`src/rtl/vga_timing_gen.sv`:
```
// Raster timing generator: h/v counters with decoded, registered x/y/valid/sync outputs.
// Optional frame counter output enabled by defining VGA_TIMING_FRAME_CNT_EN.
module vga_timing_gen #(
    parameter int unsigned H_ACTIVE = 1280,
    parameter int unsigned H_FP     = 48,
    parameter int unsigned H_SYNC   = 112,
    parameter int unsigned H_BP     = 248,
    parameter int unsigned V_ACTIVE = 1024,
    parameter int unsigned V_FP     = 1,
    parameter int unsigned V_SYNC   = 3,
    parameter int unsigned V_BP     = 38,
    parameter int unsigned HS_POL   = 1,
    parameter int unsigned VS_POL   = 1
) (
    input  logic        clk,
    input  logic        reset,
    input  logic        pix_en,
    output logic [10:0] x,
    output logic [9:0]  y,
    output logic        valid,
    output logic        hsync,
    output logic        vsync,
    output logic        frame_start
`ifdef VGA_TIMING_FRAME_CNT_EN
    ,
    output logic [15:0] frame_count
`endif
);

    localparam int unsigned H_TOTAL = H_ACTIVE + H_FP + H_SYNC + H_BP;
    localparam int unsigned V_TOTAL = V_ACTIVE + V_FP + V_SYNC + V_BP;

    if (H_TOTAL > 2048 || V_TOTAL > 2048 || V_ACTIVE > 1024) begin : g_bad_params
        $error("vga_timing_gen: H_TOTAL/V_TOTAL must be <= 2048 and V_ACTIVE <= 1024");
    end

    localparam logic [10:0] H_LAST   = 11'(H_TOTAL - 1);
    localparam logic [10:0] V_LAST   = 11'(V_TOTAL - 1);
    // Sync window bounds carry a 12th bit so a window ending exactly at 2048 still decodes
    localparam logic [11:0] H_ACT_W  = 12'(H_ACTIVE);
    localparam logic [11:0] V_ACT_W  = 12'(V_ACTIVE);
    localparam logic [11:0] HS_BEG   = 12'(H_ACTIVE + H_FP);
    localparam logic [11:0] HS_END   = 12'(H_ACTIVE + H_FP + H_SYNC);
    localparam logic [11:0] VS_BEG   = 12'(V_ACTIVE + V_FP);
    localparam logic [11:0] VS_END   = 12'(V_ACTIVE + V_FP + V_SYNC);
    localparam logic        HS_ACT   = (HS_POL != 0);
    localparam logic        VS_ACT   = (VS_POL != 0);

    logic [10:0] h_cnt_q, h_cnt_d;
    logic [10:0] v_cnt_q, v_cnt_d;
    logic [10:0] x_q, x_d;
    logic [9:0]  y_q, y_d;
    logic        valid_q, valid_d;
    logic        hsync_q, hsync_d;
    logic        vsync_q, vsync_d;
    logic        frame_start_q, frame_start_d;
    logic [15:0] frame_count_q, frame_count_d;

    logic [11:0] h_ext;
    logic [11:0] v_ext;
    logic        in_active;
    logic        at_origin;

    always_comb begin
        h_ext     = {1'b0, h_cnt_q};
        v_ext     = {1'b0, v_cnt_q};
        in_active = (h_ext < H_ACT_W) && (v_ext < V_ACT_W);
        at_origin = (h_cnt_q == '0) && (v_cnt_q == '0);

        h_cnt_d       = h_cnt_q;
        v_cnt_d       = v_cnt_q;
        x_d           = x_q;
        y_d           = y_q;
        valid_d       = valid_q;
        hsync_d       = hsync_q;
        vsync_d       = vsync_q;
        frame_start_d = frame_start_q;
        frame_count_d = frame_count_q;

        if (pix_en) begin
            if (h_cnt_q == H_LAST) begin
                h_cnt_d = '0;
                v_cnt_d = (v_cnt_q == V_LAST) ? '0 : v_cnt_q + 11'd1;
            end else begin
                h_cnt_d = h_cnt_q + 11'd1;
            end

            valid_d       = in_active;
            x_d           = in_active ? h_cnt_q : '0;
            y_d           = in_active ? v_cnt_q[9:0] : '0;
            hsync_d       = (h_ext >= HS_BEG && h_ext < HS_END) ? HS_ACT : ~HS_ACT;
            vsync_d       = (v_ext >= VS_BEG && v_ext < VS_END) ? VS_ACT : ~VS_ACT;
            frame_start_d = at_origin;
            frame_count_d = frame_count_q + (at_origin ? 16'd1 : 16'd0);
        end
    end

    always_ff @(posedge clk) begin
        if (reset) begin
            h_cnt_q       <= '0;
            v_cnt_q       <= '0;
            x_q           <= '0;
            y_q           <= '0;
            valid_q       <= 1'b0;
            hsync_q       <= ~HS_ACT;
            vsync_q       <= ~VS_ACT;
            frame_start_q <= 1'b0;
            frame_count_q <= '0;
        end else begin
            h_cnt_q       <= h_cnt_d;
            v_cnt_q       <= v_cnt_d;
            x_q           <= x_d;
            y_q           <= y_d;
            valid_q       <= valid_d;
            hsync_q       <= hsync_d;
            vsync_q       <= vsync_d;
            frame_start_q <= frame_start_d;
            frame_count_q <= frame_count_d;
        end
    end

    assign x           = x_q;
    assign y           = y_q;
    assign valid       = valid_q;
    assign hsync       = hsync_q;
    assign vsync       = vsync_q;
    assign frame_start = frame_start_q;

`ifdef VGA_TIMING_FRAME_CNT_EN
    assign frame_count = frame_count_q;
`else
    logic unused_frame_count;
    assign unused_frame_count = ^frame_count_q;
`endif

endmodule

```
`config.mk`:
```
export PLATFORM = sky130hd
export DESIGN_NAME = vga_timing_gen
export DESIGN_NICKNAME = d
export VERILOG_FILES = /design/src/rtl/vga_timing_gen.sv
export SDC_FILE = /design/constraint.sdc
export NUM_CORES = 1
export LEC_CHECK = 0
export BUFFER_PORTS_ARGS = -buffer_cell sky130_fd_sc_hd__buf_2
export CAP_MARGIN = 10
export CORE_MARGIN = 3
export CORE_UTILIZATION = 58
export CTS_BUF_LIST = sky130_fd_sc_hd__clkbuf_8
export DETAILED_ROUTE_END_ITERATION = 8
export PLACE_DENSITY_LB_ADDON = 0.2
export SLEW_MARGIN = 5
export SYNTH_ARGS = -nofsm -noshare
export SYNTH_HDL_FRONTEND = slang
export SYNTH_SLANG_ARGS = --single-unit
export TNS_END_PERCENT = 30
```
`constraint.sdc`:
```
create_clock -name clk -period 2.6 [get_ports clk]
set_input_delay 0.39 -clock clk [delete_from_list [all_inputs] [get_ports clk]]
set_output_delay 0.39 -clock clk [all_outputs]
set_load 0.03 [all_outputs]
```
==> metrics.md <==
| Metric | Value |
|---|---|
| I/O Buffers | 27 |
| Rows | 21 |
| RD Place Congestion | 0.875 |
| Max clock buf depth | 2 |
| Total grt overflow | 0 |
| Placed cell areas | 2180 um^2 |
| Max VDD drop | 349 uV |
| Commonest cells post-synth | dfxtp_1 (47), nor2_1 (47), a22oi_1 (18), nand2_1 (9), xnor2_1 (9) |
| Post_cts resized | 0 |
| Final Cycle Share | 71.2% |
| Initial antenna violation count | 0 |
| Fin. Hold Viols | 0 |
| Final setup TNS | 0 ns |
| Vias | 1700 |
| RSZ-0062 raised after global routing | no |
| Seq cells post-synth | 47 |
| Slew @ Worst Pin | 0.730 ns |
| Peak Freq | 540 MHz |
| Die Y | 65.9 um |
| Area grow syn2layout | 9.31% |
| CTS tree | yes |
| Kind of critical path | register to register |
| CP arrival | 2.02 ns |
| Slew Limit Headroom | 51.3% |
| Async set-reset flop share out of synthesis | 0% |
| Post-route cell area | 2280 um^2 |
| Drt first pass iters | 4 |
| Tot GR Track Use | 22.0% |
| Post-Synthesis Cell Area | 2080 um^2 |
| Most crowded layer after global routing | met2 |
| Clk slew on worst S/H paths | 0.08 ns |
| Num CTS Buffers | 5 |
| WP data required | 2.77 ns |
| Initial core utilization | 61.5% |
| Worst-skew pair later-pin latency | 0.30 ns |
| Status | completed |
| Layout fillers | 276 |
| I/O Pins | 28 |
| Syn Area/Cell | 8.94 um^2 |
| Clk sink count | 47 |
| 1st-iter DRT viols | 135 |
| CTS root buf | clkbuf_8 |
| Synth Flop Type | dfxtp_1 |
| Die X | 65.9 um |
| Postcts setup bufs | 0 |
| Worst Hold Class | input port to register |
| Hold_ws | 0.410 ns |
| Layout cells sized above 1 | 15.9% |
| Post-DR wirelength/cell | 14.3 um |
| Hold buffer count at cts | 0 |
| Largest net degree at the start of global routing | 24 |
| Synth warn | 0 |
| M2 GR Usage | 33.9% |
| First-pass GRT wire length | 7310 um |
| Power Density | 552 nW/um^2 |
| Post-synth top area share | 45.2% |
| Leading area contributor after synthesis | dfxtp_1 |
| Die ar. | 4350 um^2 |
| Crit path launch type | register |
| Maximum Capacitance Violations | 0 |
| Leak pwr | 0.912 nW |
| Post-synth EDFFs | 0 |
| Total core area | 3390 um^2 |
| Total Routed Length | 4240 um |
| Fin nets | 258 |
| H-tree Lvls | 2 |
| Final min period | 1.85 ns |
| Crit end category | register |
| Setup Skew | 0.00474 ns |
| Synth cell types | 36 |
| Vias per cell | 5.72 |
| Critical Path Fanout Max | 9 |
| Final Max Tran Viols | 0 |
| M1 GR Usage | 29.5% |
| Ant. Diodes | 0 |
| Vias in the first global route | 1550 |
| DRT antenna net count | 0 |
| Top post-synthesis cells by area | dfxtp_1 (45%), nor2_1 (8.5%), a22oi_1 (6.5%) |
| # setup viols final | 0 |
| DP Wirelength | 2910 um |
| Synth Instances | 233 |
| Post-Syn Nets | 241 |
| Sequential-to-total area share from yosys stat | 45.2% |
| Met3 Use GR | 6.12% |
| Drt drc | 0 |
==> worst max-delay path, cell delays in order, from the launching register on <==
cell,delay (ns)
dfxtp_1,0.42
ha_1,0.23
and3_1,0.31
and4_2,0.27
a41o_1,0.40
nor2_1,0.10
==> cell families (layout without fill, tap and decap cells) <==
logic type | Yosys count | in the layout | synth area share [%]
buffers and inverters | 25 | 43 | 6.37
XOR/XNOR | 14 | 14 | 5.89
adder cells (fa/ha/maj) | 5 | 5 | 3.00
multiplexers | 4 | 4 | 1.92
flip-flops | 47 | 47 | 45.2
AO/OA/AOI/OAI | 39 | 39 | 13.0
AND/OR/NAND/NOR | 99 | 99 | 24.7
==> placed cells by master (no fill, tap or decap), types with 2 or more instances in the layout <==
cell type	instances
a21oi_1	7
a21oi_2	2
a22oi_1	18
a31oi_1	2
a41o_1	2
and3_1	5
and4_1	3
and4b_1	2
buf_2	27
clkbuf_8	7
dfxtp_1	47
ha_1	5
inv_1	8
mux2i_1	4
nand2_1	9
nand3_1	5
nand4_1	7
nand4b_1	3
nor2_1	47
nor2b_1	2
nor3_1	7
o21ai_0	5
or3_1	4
xnor2_1	9
xor2_1	5
==> final timing paths <==
check / start / endpoint / slack [ns] / cells after the start
worst max register to register: h_cnt_q[0]$_SDFFE_PP0P_ / v_cnt_q[1]$_SDFFE_PP0P_ / 0.75 / 5
worst max-delay path: h_cnt_q[0]$_SDFFE_PP0P_ / v_cnt_q[1]$_SDFFE_PP0P_ / 0.75 / 5
worst min register to register: x[10]$_SDFFE_PP0P_ / x[10]$_SDFFE_PP0P_ / 0.48 / 2
worst min-delay path: reset / x[4]$_SDFFE_PP0P_ / 0.41 / 2
==> report_power, final <==
group          leakage, nW  internal, mW  switching [mW]  total [mW]
Combinational        0.477        0.0176          0.0448      0.0624
Sequential           0.379         0.726         0.00654       0.733
Clock               0.0557         0.239           0.223       0.462
==> final cells by class <==
cell class              instances  area, um^2  area share, %
flip-flops and latches         47         941           41.3
inverters                       7        26.3           1.15
clock inverters                 1        3.75          0.165
repair buffers                 28         143           6.26
multi-input cells             161        1010           44.3
well taps                      46        57.6           2.53
clock buffers                   7        96.3           4.23
==> metal layers <==
metal  vias up  part of all wire, %
met5         -                    0
met4         0                  1.6
met3         5                  4.7
met2        34                   46
met1       810                   48
li1        851                    -
==> stage by stage <==
stage / power [mW] / setup WS, ns / util (%) / std cells
detailed placement: 0.811 / 0.766 / 64.2 / 289
CTS: 1.27 / 0.764 / 67.2 / 297
floorplan: 0.797 / 0.955 / - / 233
global route: 1.32 / 0.632 / 67.2 / 297
global placement: 0.811 / 0.805 / 64.2 / 289
finish: 1.26 / 0.750 / 67.2 / 297
==> registers in the layout (all words and copies together) (netlist names) <==
register and count:
h_cnt_q 11, v_cnt_q 11, x 11, y 10, frame_start 1, hsync 1
valid 1, vsync 1
No activity file was read; power rests on OpenSTA's default activity.
